## src/rtl/tank_pkg.sv

```systemverilog
// Shared types for the tank pump controller: FSM state encodings, the
// packed sensor level vector and its physical-consistency check.
package tank_pkg;

  typedef enum logic [1:0] {
    ST_OFF_WAIT = 2'd0,
    ST_IDLE     = 2'd1,
    ST_FILL     = 2'd2,
    ST_FAULT    = 2'd3
  } state_t;

  // Bit 2 = high, bit 1 = medium, bit 0 = low (1 = water present).
  typedef logic [2:0] level_t;

  // Water above a sensor implies water at every sensor below it.
  function automatic logic level_valid(input level_t v);
    return (!v[2] || v[1]) && (!v[1] || v[0]);
  endfunction

endpackage

```

## src/rtl/tank_pump_controller_level_debouncer.sv

```systemverilog
// Two-flop synchronizer plus hold-time debouncer for the 3-bit level vector.
// The stable register loads once the synchronized vector has held DEBOUNCE_CYCLES cycles.
module level_debouncer
  import tank_pkg::*;
#(
  parameter int DEBOUNCE_CYCLES = 16
) (
  input  logic   clk,
  input  logic   rst_n,
  input  level_t raw,
  output level_t stable
);

  localparam int CW = $clog2(DEBOUNCE_CYCLES + 1);
  localparam logic [CW-1:0] CNT_MAX = CW'(DEBOUNCE_CYCLES);

  level_t          sync1;
  level_t          sync2;
  level_t          prev;
  logic [CW-1:0]   cnt;
  logic [CW-1:0]   cnt_next;
  logic            changed;

  // cnt is the number of cycles the current sync2 value has been present,
  // counting the cycle in which it first appeared.
  always_comb begin
    changed  = (sync2 != prev);
    cnt_next = cnt;
    if (changed) begin
      cnt_next = CW'(1);
    end else if (cnt < CNT_MAX) begin
      cnt_next = cnt + 1'b1;
    end
  end

  always_ff @(posedge clk or negedge rst_n) begin
    if (!rst_n) begin
      sync1  <= '0;
      sync2  <= '0;
      prev   <= '0;
      cnt    <= CW'(1);
      stable <= '0;
    end else begin
      sync1 <= raw;
      sync2 <= sync1;
      prev  <= sync2;
      cnt   <= cnt_next;
      if (cnt_next == CNT_MAX) begin
        stable <= sync2;
      end
    end
  end

endmodule

```

## src/rtl/tank_pump_controller.sv

```systemverilog
// Fill-cycle controller: debounced tank levels drive an OFF_WAIT/IDLE/FILL/FAULT
// state machine with a minimum pump-off time and a fill timeout.
module tank_pump_controller
  import tank_pkg::*;
#(
  parameter int DEBOUNCE_CYCLES = 16,
  parameter int MIN_OFF_CYCLES  = 1024,
  parameter int MAX_FILL_CYCLES = 65536
) (
  input  logic       clk,
  input  logic       rst_n,
  input  logic       highLevel,
  input  logic       mediumLevel,
  input  logic       lowLevel,
  input  logic       fillRequest,
  input  logic       faultClear,
  output logic       pumpOn,
  output logic       alarm,
  output logic       stableHigh,
  output logic       stableMedium,
  output logic       stableLow,
  output logic [1:0] stateCode
);

  localparam int OW = $clog2(MIN_OFF_CYCLES + 1);
  localparam int FW = $clog2(MAX_FILL_CYCLES + 1);
  localparam logic [OW-1:0] OFF_MAX  = OW'(MIN_OFF_CYCLES);
  localparam logic [FW-1:0] FILL_MAX = FW'(MAX_FILL_CYCLES);

  level_t        stable;
  logic          valid;
  state_t        state_reg;
  state_t        state_next;
  logic [OW-1:0] off_cnt;
  logic [OW-1:0] off_cnt_next;
  logic [FW-1:0] fill_cnt;
  logic [FW-1:0] fill_cnt_next;
  logic          off_done;
  logic          fill_done;

  level_debouncer #(
    .DEBOUNCE_CYCLES(DEBOUNCE_CYCLES)
  ) u_debouncer (
    .clk    (clk),
    .rst_n  (rst_n),
    .raw    ({highLevel, mediumLevel, lowLevel}),
    .stable (stable)
  );

  assign valid = level_valid(stable);

  // The limit is reached on the edge that would bring the timer to it.
  assign off_done  = (off_cnt == OFF_MAX - 1'b1);
  assign fill_done = (fill_cnt == FILL_MAX - 1'b1);

  always_comb begin
    state_next = state_reg;
    unique case (state_reg)
      ST_OFF_WAIT: begin
        if (!valid)        state_next = ST_FAULT;
        else if (off_done) state_next = ST_IDLE;
      end
      ST_IDLE: begin
        if (!valid)                        state_next = ST_FAULT;
        else if (!stable[0])               state_next = ST_FILL;
        else if (fillRequest && !stable[1]) state_next = ST_FILL;
      end
      ST_FILL: begin
        if (!valid)         state_next = ST_FAULT;
        else if (fill_done) state_next = ST_FAULT;
        else if (stable[2]) state_next = ST_OFF_WAIT;
      end
      ST_FAULT: begin
        if (faultClear && valid) state_next = ST_OFF_WAIT;
      end
      default: state_next = ST_OFF_WAIT;
    endcase
  end

  always_comb begin
    off_cnt_next  = off_cnt;
    fill_cnt_next = fill_cnt;
    if (state_next != state_reg) begin
      off_cnt_next  = '0;
      fill_cnt_next = '0;
    end else begin
      if (state_reg == ST_OFF_WAIT && off_cnt < OFF_MAX)
        off_cnt_next = off_cnt + 1'b1;
      if (state_reg == ST_FILL && fill_cnt < FILL_MAX)
        fill_cnt_next = fill_cnt + 1'b1;
    end
  end

  always_ff @(posedge clk or negedge rst_n) begin
    if (!rst_n) begin
      state_reg <= ST_OFF_WAIT;
      off_cnt   <= '0;
      fill_cnt  <= '0;
      pumpOn    <= 1'b0;
      alarm     <= 1'b0;
    end else begin
      state_reg <= state_next;
      off_cnt   <= off_cnt_next;
      fill_cnt  <= fill_cnt_next;
      pumpOn    <= (state_next == ST_FILL);
      alarm     <= (state_next == ST_FAULT);
    end
  end

  assign stateCode    = state_reg;
  assign stableHigh   = stable[2];
  assign stableMedium = stable[1];
  assign stableLow    = stable[0];

endmodule
```

## config.mk

```make
export PLATFORM = sky130hd
export DESIGN_NAME = tank_pump_controller
export DESIGN_NICKNAME = d
export VERILOG_FILES = /design/src/rtl/tank_pkg.sv /design/src/rtl/tank_pump_controller_level_debouncer.sv /design/src/rtl/tank_pump_controller.sv
export SDC_FILE = /design/constraint.sdc
export NUM_CORES = 1
export LEC_CHECK = 0
export CAP_MARGIN = 20
export CORE_AREA = 10 10 78 80
export DETAILED_ROUTE_END_ITERATION = 10
export DIE_AREA = 0 0 88 90
export PLACE_DENSITY = 0.79
export SLEW_MARGIN = 20
export SYNTH_ARGS = -nofsm -noshare
export SYNTH_HDL_FRONTEND = slang
export SYNTH_SLANG_ARGS = --single-unit
```

## constraint.sdc

```tcl
create_clock -name clk -period 2.55 [get_ports clk]
set_input_delay 0.51 -clock clk [delete_from_list [all_inputs] [get_ports clk]]
set_output_delay 0.51 -clock clk [all_outputs]
set_load 0.005 [all_outputs]
```

==> impl_summary.log, run 1 <==
[metrics] PD cells: 737 nW/µm²
[metrics] worst-case headroom to the max-slew limit: 0.642
[metrics] Syn. warnings: 0
[metrics] Worst EP required: approximately 2800 ps
[metrics] achievable clock frequency: between 400 and 500 MHz
[metrics] total of max-cap violations: 0
[metrics] top_reg_cell synth: sky130_fd_sc_hd__dfrtp_1
[metrics] DPL Wire Length: 2.91 mm
[metrics] clock slew at reported path FFs: 90 ps
[metrics] 1st-pass router iterations: 4
[metrics] slew at the pin closest to its max-slew limit: 533 ps
[metrics] largest cells by area after synthesis: sky130_fd_sc_hd__dfrtp_1 (50%), sky130_fd_sc_hd__xor2_1 (5.8%), sky130_fd_sc_hd__xnor2_1 (5.1%)
[metrics] Worst IR Drop VDD: roughly 0.46 mV
[metrics] floorplan die width: 88 µm
[metrics] post-synth top area share: 0.500
[metrics] initial antenna violation count: 0
[metrics] Die ar.: 7920 µm²
[metrics] synthesized netlist cell count: 219
[metrics] final hold violation count: 0
[metrics] Mean Syn Cell Area: around 11 µm²
[metrics] clock insertion delay at the later pin of the skew report: around 300 ps
[metrics] cts bufs inserted: 5
[metrics] # fillers: slightly below 400
[metrics] number of antenna diodes: 0
[metrics] number of global-route vias before repair: 1521
[metrics] total leakage power: roughly 0.0011 µW
[metrics] wire length of the first global-routing pass: approximately 7.1 mm
[metrics] Arr. time, crit path: 2600 ps
[metrics] Final Cycle Share: 0.930
[metrics] Seq cells post-synth: 49
[metrics] area overhead of the layout relative to synthesis: 11.5%
[metrics] # nets final: 250
[metrics] biggest fanout along the worst timing path: 28
[metrics] count of cells along the worst register-to-register path: 11
[metrics] type of the worst min-delay path: in2async
[metrics] post-layout minimum cycle time: 2370 ps
[metrics] run status: finished clean
[metrics] number of port buffers: 13
[metrics] total grt overflow: 0
[metrics] Post-Syn Nets: 230
[metrics] routed len/inst: 14.1 µm
[metrics] clock tree root driver cell: sky130_fd_sc_hd__clkbuf_8
[metrics] library cells used by synthesis: 42
[metrics] row count: 25
[metrics] cell type with the largest total area after synthesis: sky130_fd_sc_hd__dfrtp_1
[metrics] final routed DRC violation total: 0
[metrics] initial detailed-routing violation count: 68
[metrics] Setup CP Type: reg2reg
[metrics] Routed Antenna Nets: 0
[metrics] Vias/cell: 5.33
[metrics] Routed Wire Length: 4.16 mm
[metrics] smallest hold slack: 172 ps
[metrics] clock tree buffer depth: 2
[metrics] Clock Skews: 6.89 ps
[metrics] CP Capture Type: register
[metrics] share of flip-flops with an asynchronous set or reset: 1.00
[metrics] Final Wtd Congestion: 0.794
[metrics] number of H-tree levels: 2
[metrics] overall track demand over capacity in global routing: 0.109
[metrics] share of final-layout standard cells stronger than drive strength 1: 0.158
[metrics] starting density of the core: 0.523
[metrics] number of flops mapped to enable cells by yosys: 0
[metrics] largest net degree at the start of global routing: 29
[metrics] vias after detailed routing: 1568
[metrics] kind of launch point of the worst setup path: register
[metrics] count of final max-slew check failures: 0
[metrics] y dimension of the die: 90 µm
[metrics] share of synthesized area occupied by flip-flops and latches: 0.511
[metrics] CTS tree: done
[metrics] summed instance area of the synthesized netlist: 2400 µm²
[metrics] area of the core region: 4600 µm²
[metrics] flip-flop and latch area: 1230 µm²
[metrics] Total Negative Setup Slacks: 0 ps
[metrics] area of the multi-input gates: 1090 µm²
[metrics] Top-Level Pins: 14
[metrics] count of final setup violators: 0
[metrics] number of sinks handled by clock tree synthesis: 49
## layout make-up
type	instances	share of cell area
Clock inverter	3	0.00654
Timing Repair Buffer	18	0.0668
Sequential cell	49	0.459
Clock buffer	5	0.0257
Inverter	6	0.00841
Multi-Input combinational cell	159	0.409
Tap cell	54	0.0252
## routing by layer
metal / GRT usage / vias to the layer above / share of wire
li1: - / 784 / -
met1: 0.132 / 763 / 0.45
met2: 0.176 / 15 / 0.50
met3: 0.0253 / 6 / 0.029
met4: 0.0519 / 0 / 0.020
met5: 0 / - / 0
## kinds of logic after synthesis
group                    after synthesis  synth area share
AO/OA/AOI/OAI                         20            0.0552
multiplexers                           5            0.0224
buffers and inverters                 11            0.0349
adder cells (fa/ha/maj)                4            0.0208
AND/OR/NAND/NOR                      100             0.247
XOR/XNOR                              30             0.109
flip-flops                            49             0.511
## path summary, 6_finish.rpt
check                                      from              endpoint  slack [ps]
min                                       rst_n  u_debouncer.sync2[0]         170
max reg2reg                         fill_cnt[8]           fill_cnt[1]         180
min in group clk           u_debouncer.sync1[1]  u_debouncer.sync2[1]         360
max                                 fill_cnt[8]           fill_cnt[1]         180
max in group asynchronous                 rst_n           fill_cnt[6]        1850
min reg2reg                u_debouncer.sync1[1]  u_debouncer.sync2[1]         360
## flip-flops by register name, indices dropped and copies added, names as in the netlist
name / count
fill_cnt: 17
off_cnt: 11
u_debouncer.cnt: 5
u_debouncer.prev: 3
u_debouncer.stable: 3
u_debouncer.sync1: 3
u_debouncer.sync2: 3
stateCode: 2
alarm: 1
pumpOn: 1
## cells in the final DEF, fill, tap and decap left out, drive strengths merged, types with 4 or more instances in the layout
cell,instances
inv,6
and3,4
xnor2,14
nand4,8
a21oi,4
clkbuf,5
nand2,13
buf,6
dfrtp,48
nand3,11
nand2b,4
clkdlybuf4s50,12
nor3,6
ha,4
xor2,16
o21ai,4
nor2,44
## synthesized netlist by cell type, types with 5 or more instances
library cell / number
sky130_fd_sc_hd__xnor2_1: 14
sky130_fd_sc_hd__nand2_1: 13
sky130_fd_sc_hd__nor2_4: 8
sky130_fd_sc_hd__nand3_1: 11
sky130_fd_sc_hd__nand4_1: 7
sky130_fd_sc_hd__nor3_1: 6
sky130_fd_sc_hd__inv_1: 6
sky130_fd_sc_hd__dfrtp_1: 48
sky130_fd_sc_hd__nor2_1: 31
sky130_fd_sc_hd__xor2_1: 16
sky130_fd_sc_hd__nor2_2: 5
## through the flow
step / utilization / total power [µW] / worst slack, ps / cells / instance area, µm²
floorplan: - / 1460 / 341 / 219 / 2400
global placement: 0.559 / 1520 / 169 / 284 / 2570
detailed placement: 0.559 / 1540 / 92.5 / 284 / 2570
CTS: 0.578 / 1990 / 35.8 / 292 / 2660
global route: 0.583 / 2100 / -10.6 / 294 / 2680
finish: 0.583 / 1970 / 178 / 294 / 2680
## where the power goes
group          total, µW  leakage (µW)  internal [µW]  switching [µW]
logic                581      0.000452            231             349
registers            947      0.000650            846             101
clock network        447     0.0000439            190             258
total               1970       0.00115           1270             708
## repair_timing
item                       4_1_cts  5_1_grt
setup buffers                    0        2
setup endpoints to repair        0       28
resized for setup                0        3
hold buffers                     0        0
## critical path, stage by stage, from the launching register on
cell,delay [ps]
sky130_fd_sc_hd__dfrtp_1,410
sky130_fd_sc_hd__nand4_1,160
sky130_fd_sc_hd__nor2_2,180
sky130_fd_sc_hd__nand3_1,90
sky130_fd_sc_hd__nor2_1,150
sky130_fd_sc_hd__ha_1,200
sky130_fd_sc_hd__nor2_1,50
sky130_fd_sc_hd__a22oi_1,150
sky130_fd_sc_hd__o21ai_0,140
sky130_fd_sc_hd__a221o_1,390
sky130_fd_sc_hd__buf_6,220
sky130_fd_sc_hd__a21oi_1,150
(Power assumes the default switching activity.)
==> run 2, diff against run 1 <==
--- a/config.mk
+++ b/config.mk
@@ -6,11 +6,12 @@
 export NUM_CORES = 1
 export LEC_CHECK = 0
 export CAP_MARGIN = 20
-export CORE_AREA = 10 10 78 80
+export CORE_AREA = 10 10 77 79
+export CTS_CLUSTER_SIZE = 12
 export DETAILED_ROUTE_END_ITERATION = 10
-export DIE_AREA = 0 0 88 90
+export DIE_AREA = 0 0 87 89
 export PLACE_DENSITY = 0.79
-export SLEW_MARGIN = 20
 export SYNTH_ARGS = -nofsm -noshare
 export SYNTH_HDL_FRONTEND = slang
+export SYNTH_HIERARCHICAL = 1
 export SYNTH_SLANG_ARGS = --single-unit
==> impl_summary.log, run 2 <==
[metrics] vias after detailed routing: roughly 1.6k
[metrics] count of final setup violators: 0
[metrics] CP bufs+invs: 1
[metrics] DPL Wire Length: ~2.7 mm
[metrics] summed instance area of the synthesized netlist: 2340 µm²
[metrics] Sequential Power Share: 0.576
[metrics] CP Capture Type: register
[metrics] share of flip-flops with an asynchronous set or reset: 1.00
[metrics] clock tree root driver cell: sky130_fd_sc_hd__clkbuf_8
[metrics] biggest fanout along the worst timing path: 26
[metrics] critical path's slowest cell: sky130_fd_sc_hd__dfrtp_1
[metrics] Routed Wire Length: 3.93 mm
[metrics] number of H-tree levels: 2
[metrics] worst-case headroom to the max-slew limit: 0.606
[metrics] Synth top cells by count: sky130_fd_sc_hd__dfrtp_1 (48), sky130_fd_sc_hd__nor2_1 (26), sky130_fd_sc_hd__xnor2_1 (15), sky130_fd_sc_hd__xor2_1 (12), sky130_fd_sc_hd__nand2_1 (11)
[metrics] Die ar.: 7740 µm²
[metrics] routed length on met3: between 100 and 150 µm
[metrics] largest net degree at the start of global routing: 50
[metrics] kind of launch point of the worst setup path: register
[metrics] Mean Syn Cell Area: 10.9 µm²
[metrics] combinational share of power: 0.040
[metrics] clock tree buffer depth: 2
[metrics] post-layout util: 0.580
[metrics] number of global-route vias before repair: 1578
[metrics] total leakage power: 0.00117 µW
[metrics] Final Cycle Share: 0.882
[metrics] number of port buffers: 13
[metrics] post-cts resize count: 0
[metrics] Arr. time, crit path: ~2400 ps
[metrics] flip-flop count of the largest register, all copies and words added: 17
[metrics] # fillers: about 360
[metrics] CP peak stage delay: 410 ps
[metrics] sequence of cells on the critical path: nand4_1, nor2_1, nand3_1, nor3_1, ha_1, nand2b_1, a31oi_1, a311o_1, buf_12, nor2_1
[metrics] cts bufs inserted: 5
[metrics] area overhead of the layout relative to synthesis: 12.1%
[metrics] cell type with the largest total area after synthesis: sky130_fd_sc_hd__dfrtp_1
[metrics] post-synth top area share: 0.512
[metrics] setup fix buffers added after clock tree synthesis: 0
[metrics] achievable clock frequency: about 440 MHz
[metrics] wire length on met1: 1.82 mm
[metrics] largest cells by area after synthesis: sky130_fd_sc_hd__dfrtp_1 (51%), sky130_fd_sc_hd__xnor2_1 (5.6%), sky130_fd_sc_hd__xor2_1 (4.5%)
[metrics] CTS Hold Bufs: 0
[metrics] Routed Antenna Nets: 0
[metrics] post-layout minimum cycle time: 2250 ps
[metrics] synthesized netlist cell count: 216
[metrics] number of flops mapped to enable cells by yosys: 0
[metrics] 1st-pass router iterations: 5
[metrics] number of sinks handled by clock tree synthesis: 49
[metrics] cell repeated most along the worst path: sky130_fd_sc_hd__nor2_1
[metrics] net switching share of the total power: 0.209
[metrics] Worst path top cell family by delay: simple AND/OR/NAND/NOR gates
[metrics] top_reg_cell synth: sky130_fd_sc_hd__dfrtp_1
[metrics] starting density of the core: 0.517
[metrics] row count: 25
[metrics] most frequent cells in the layout: sky130_fd_sc_hd__dfrtp_1 (48), sky130_fd_sc_hd__nor2_1 (26), sky130_fd_sc_hd__xnor2_1 (15)
[metrics] initial detailed-routing violation count: 75
[metrics] Final Wtd Congestion: 0.861
[metrics] count of final max-slew check failures: 0
[metrics] total of max-cap violations: 0
[metrics] final hold violation count: 0
[metrics] final routed DRC violation total: 0
[metrics] run status: finished clean
[metrics] Worst IR Drop VDD: 0.314 mV
[metrics] PD cells: approximately 530 nW/µm²
[metrics] number of antenna diodes: 0
[metrics] library cells used by synthesis: between 40 and 50
[metrics] top flop regs: fill_cnt x17, off_cnt x11, u_debouncer/cnt x5
[metrics] # nets final: 244
[metrics] RSZ-0062 raised after global routing: no
[metrics] uppermost routed layer: met4
[metrics] floorplan die width: 87 µm
[metrics] WL met2: 1.90 mm
[metrics] wire length of the first global-routing pass: a little under 7 mm
[metrics] clock insertion delay at the later pin of the skew report: approximately 300 ps
[metrics] portion of total power attributed to the clock network: 0.384
[metrics] register bank with the most flops: fill_cnt
[metrics] most common library cell in the layout ignoring fill and taps: sky130_fd_sc_hd__dfrtp_1
[metrics] Worst EP required: 2730 ps
[metrics] total grt overflow: 0
[metrics] Clock Skews: ~14 ps
[metrics] type of the worst min-delay path: in2async
[metrics] CTS tree: done
[metrics] internal power: 1110 µW
[metrics] routed len/inst: 13.7 µm
[metrics] area of the core region: 4540 µm²
[metrics] Vias/cell: about 5.5
[metrics] y dimension of the die: 89 µm
[metrics] overall track demand over capacity in global routing: 0.110
[metrics] initial antenna violation count: 0
[metrics] slew at the pin closest to its max-slew limit: 592 ps
[metrics] top-count cell post-synth: sky130_fd_sc_hd__dfrtp_1
[metrics] Post-Syn Nets: roughly 230
[metrics] Top-Level Pins: 14
[metrics] Syn. warnings: 6
[metrics] clock slew at reported path FFs: 90 ps
[metrics] Setup CP Type: reg2reg
[metrics] Seq cells post-synth: 49
[metrics] share of final-layout standard cells stronger than drive strength 1: 0.115
[metrics] Total Negative Setup Slacks: 0 ps
[metrics] share of synthesized area occupied by flip-flops and latches: 0.523
[metrics] Net Sw Power: 293 µW
==> run 2: cell types whose count changed after synthesis, moves of 3 or more <==
cell and delta:
sky130_fd_sc_hd__nor2b_1 +3, sky130_fd_sc_hd__o2111ai_1 +3, sky130_fd_sc_hd__mux2_2 -3, sky130_fd_sc_hd__mux2_1 +3, sky130_fd_sc_hd__nor2_4 -8, sky130_fd_sc_hd__nand3_1 -3
sky130_fd_sc_hd__nor2_1 -5, sky130_fd_sc_hd__xor2_1 -4, sky130_fd_sc_hd__nor2_2 +5
==> run 2: logic make-up after synthesis <==
kind of cell,after synthesis,synth area share
simple gates,94,0.226
compound gates,22,0.0630
fa+ha+maj,4,0.0213
buf+inv,13,0.0315
xor+xnor,28,0.108
flops,49,0.523
mux,6,0.0272
==> run 2: worst paths after layout <==
check | startpoint | endpoint | slack, ps | depth (start not counted)
worst min-delay path | rst_n | u_debouncer/sync1[1] | 280 | 2
min in group clk | u_debouncer/sync1[2] | u_debouncer/sync2[2] | 360 | 0
worst min register to register | u_debouncer/sync1[2] | u_debouncer/sync2[2] | 360 | 0
max in group asynchronous | rst_n | fill_cnt[12] | 1850 | 2
worst max-delay path | fill_cnt[7] | off_cnt[7] | 300 | 10
worst max register to register | fill_cnt[7] | off_cnt[7] | 300 | 10
==> run 2: layer usage <==
layer  GRT usage  up-vias
li1            -      773
met1       0.129      787
met2       0.182       23
met3      0.0255        7
met4      0.0604        0
met5           0        -
==> run 2: power groups by stage <==
stage / clock network, µW / registers (µW) / logic (µW)
2_1_floorplan: 0 / 820 / 28.1
3_3_place_gp: 0 / 822 / 56.0
3_5_place_dp: 0 / 822 / 57.7
4_1_cts: 551 / 807 / 58.1
5_1_grt: 583 / 810 / 64.7
6_report: 539 / 807 / 56.1
==> run 2: stage by stage <==
stage	hold slack, ps	cell area (µm²)	std cells	setup WS (ps)	power [µW]
after floorplan	214	2340	216	548	848
after global placement	333	2520	280	389	878
after detailed placement	340	2520	280	308	880
after CTS	313	2630	288	283	1420
after global routing	332	2630	288	45.7	1460
final	283	2630	288	301	1400
==> run 2: cell type report <==
| class | instances | area [µm²] | area share |
|---|---|---|---|
| Clock buffer | 6 | 72.6 | 0.0276 |
| Timing Repair Buffer | 15 | 153 | 0.0581 |
| Multi-Input combinational cell | 154 | 1040 | 0.397 |
| Clock inverter | 2 | 35.0 | 0.0133 |
| Tap cell | 54 | 67.6 | 0.0257 |
| Sequential cell | 49 | 1230 | 0.467 |
| Inverter | 8 | 30.0 | 0.0114 |
==> run 3, diff against run 2 <==
--- a/config.mk
+++ b/config.mk
@@ -10,6 +10,7 @@
 export CTS_CLUSTER_SIZE = 12
 export DETAILED_ROUTE_END_ITERATION = 10
 export DIE_AREA = 0 0 87 89
+export GPL_TIMING_DRIVEN = 0
 export PLACE_DENSITY = 0.79
 export SYNTH_ARGS = -nofsm -noshare
 export SYNTH_HDL_FRONTEND = slang
==> constraint.sdc (replaced) <==
create_clock -name clk -period 2.55 [get_ports clk]
set_input_delay 0.3825 -clock clk [delete_from_list [all_inputs] [get_ports clk]]
set_output_delay 0.3825 -clock clk [all_outputs]
set_load 0.005 [all_outputs]
==> impl_summary.log, run 3 (synthesized netlist as in run 2, its figures left out) <==
[metrics] run status: finished clean
[metrics] biggest fanout along the worst timing path: 10
[metrics] Setup crit start: fill_cnt[7]
[metrics] final hold violation count: 0
[metrics] number of port buffers: 13
[metrics] cts bufs inserted: 5
[metrics] Sequential Power Share: 0.578
[metrics] combinational share of power: 0.043
[metrics] initial antenna violation count: 0
[metrics] Crit path depth: 11
[metrics] fraction of met2 tracks used by global routing: 0.203
[metrics] most common library cell in the layout ignoring fill and taps: sky130_fd_sc_hd__dfrtp_1
[metrics] final routed DRC violation total: 0
[metrics] row count: 25
[metrics] worst-case headroom to the max-slew limit: 0.676
[metrics] clock tree buffer depth: 2
[metrics] DPL Wire Length: around 3 mm
[metrics] met1 Track Usage GR: 0.131
[metrics] Routed Antenna Nets: 0
[metrics] Net Sw Power: 294 µW
[metrics] Design Area, Final: 2690 µm²
[metrics] Worst path top cell family by delay: simple AND/OR/NAND/NOR gates
[metrics] area of the core region: around 4500 µm²
[metrics] CP bufs+invs: 2
[metrics] total leakage power: ~0.0012 µW
[metrics] # placed instances: 284
[metrics] highest-utilization routing layer at the global route stage: met2
[metrics] number of global-route vias before repair: 1598
[metrics] # fillers: 366
[metrics] overall track demand over capacity in global routing: 0.115
[metrics] clock slew at reported path FFs: 90 ps
[metrics] floorplan die width: 87 µm
[metrics] Final Cycle Share: 0.921
[metrics] met3 routing resource usage after global routing: 0.0228
[metrics] Post-Layout Cell Count: between 200 and 300
[metrics] kind of launch point of the worst setup path: register
[metrics] Die ar.: approximately 7700 µm²
[metrics] Routed Wire Length: 4.10 mm
[metrics] CP peak stage delay: 420 ps
[metrics] wire length of the first global-routing pass: between 7 and 8 mm
[metrics] share of final-layout standard cells stronger than drive strength 1: 0.151
[metrics] count of final setup violators: 0
[metrics] largest net degree at the start of global routing: 30
[metrics] sequence of cells on the critical path: nand4_1, nor2_2, nand3_1, nor3_2, ha_1, nand2b_1, a31oi_2, a311o_1, buf_2, buf_6, nor2_2
[metrics] flip-flop count of the largest register, all copies and words added: 17
[metrics] Final Wtd Congestion: 0.836
[metrics] routed len/inst: roughly 14 µm
[metrics] post-layout minimum cycle time: 2350 ps
[metrics] most frequent cells in the layout: sky130_fd_sc_hd__dfrtp_1 (48), sky130_fd_sc_hd__nor2_1 (25), sky130_fd_sc_hd__xnor2_1 (15)
[metrics] vias after detailed routing: 1595
[metrics] Worst IR Drop VDD: approximately 0.21 mV
[metrics] initial detailed-routing violation count: 74
[metrics] starting density of the core: 0.517
[metrics] PD cells: 520 nW/µm²
[metrics] clock insertion delay at the later pin of the skew report: approximately 300 ps
[metrics] # nets final: 250
[metrics] total grt overflow: 0
[metrics] count of cells along the worst register-to-register path: 11
[metrics] critical path's slowest cell: sky130_fd_sc_hd__dfrtp_1
[metrics] achievable clock frequency: approximately 430 MHz
[metrics] number of antenna diodes: 0
[metrics] Clock Skews: 5.06 ps
[metrics] flip-flop and latch area: ~1200 µm²
[metrics] net switching share of the total power: 0.210
[metrics] CP Capture Type: register
[metrics] area of the multi-input gates: 1060 µm²
[metrics] slew at the pin closest to its max-slew limit: 486 ps
[metrics] Top-Level Pins: 14
[metrics] total of max-cap violations: 0
[metrics] 1st-pass router iterations: 4
[metrics] internal power: 1110 µW
[metrics] top flop regs: fill_cnt x17, off_cnt x11, u_debouncer/cnt x5
[metrics] area overhead of the layout relative to synthesis: 14.7%
[metrics] dpl cell area: 2560 µm²
[metrics] cell repeated most along the worst path: sky130_fd_sc_hd__nor2_2
[metrics] CTS tree: done
[metrics] y dimension of the die: 89 µm
[metrics] type of the worst min-delay path: in2async
[metrics] count of final max-slew check failures: 0
[metrics] number of sinks handled by clock tree synthesis: slightly below 50
[metrics] Worst R2R Start: fill_cnt[7]
[metrics] register bank with the most flops: fill_cnt
[metrics] Vias/cell: about 5.4
[metrics] Setup CP Type: reg2reg
[metrics] Arr. time, crit path: ~2500 ps
[metrics] portion of total power attributed to the clock network: 0.380
[metrics] number of H-tree levels: 2
[metrics] Worst EP required: 2750 ps
[metrics] post-route total power: 1400 µW
[metrics] clock tree root driver cell: sky130_fd_sc_hd__clkbuf_8
[run 3: cell types whose count changed in the layout (fill, tap and decap cells not counted), sizes merged]
cell,before,now
clkbuf,6,5
buf,3,9
[run 3: area by class of cell]
| cell class | instances | area share |
|---|---|---|
| Multi-Input combinational cell | 154 | 0.393 |
| Buffer | 5 | 0.0163 |
| Sequential cell | 49 | 0.456 |
| Inverter | 8 | 0.0112 |
| Clock inverter | 2 | 0.0130 |
| Tap cell | 54 | 0.0251 |
| Timing Repair Buffer | 16 | 0.0595 |
| Clock buffer | 5 | 0.0256 |
[run 3: power by group through the flow]
stage / Combinational, µW / Sequential [µW] / Clock, µW
2_1_floorplan: 28.1 / 820 / 0
6_report: 59.9 / 808 / 531
4_1_cts: 61.8 / 808 / 545
5_1_grt: 68.8 / 811 / 576
3_5_place_dp: 61.1 / 823 / 0
3_3_place_gp: 55.8 / 822 / 0
[run 3: worst register-to-register path: stages (launching register included)]
cell and delay [ps]:
sky130_fd_sc_hd__dfrtp_1 420, sky130_fd_sc_hd__nand4_1 200, sky130_fd_sc_hd__nor2_2 180, sky130_fd_sc_hd__nand3_1 150, sky130_fd_sc_hd__nor3_2 240, sky130_fd_sc_hd__ha_1 210, sky130_fd_sc_hd__nand2b_1 90, sky130_fd_sc_hd__a31oi_2 180
sky130_fd_sc_hd__a311o_1 140, sky130_fd_sc_hd__buf_2 190, sky130_fd_sc_hd__buf_6 190, sky130_fd_sc_hd__nor2_2 60
[run 3: path summary, 6_finish.rpt]
check | to | slack, ps
min reg2reg | u_debouncer/sync2[1] | 360
min | u_debouncer/sync1[1] | 30
max in group asynchronous | u_debouncer/cnt[0] | 1940
max reg2reg | fill_cnt[4] | 200
max | fill_cnt[4] | 200
min in group clk | u_debouncer/sync2[1] | 360
[run 3: routing by layer]
metal	vias to the layer above	wire length (µm)
met5	-	0
met2	19	2090
met4	0	76
met1	789	1820
li1	781	-
met3	6	107
[run 3: stage by stage]
step | hold slack [ps] | worst slack, ps | TNS, ps | util
2_1_floorplan | 86.9 | 548 | 0 | -
3_3_place_gp | 334 | -254 | -12100 | 0.561
3_5_place_dp | 341 | 84.3 | 0 | 0.564
4_1_cts | 36.2 | 50.9 | 0 | 0.587
5_1_grt | 59.5 | -25.3 | -274 | 0.593
6_report | 28.3 | 202 | 0 | 0.593
[run 3: what timing repair did]
item	CTS	global route
setup endpoints to repair	0	23
buffers inserted	0	2
endpoints found under the hold margin	0	0
hold buffers	0	0
gates resized for setup	0	3
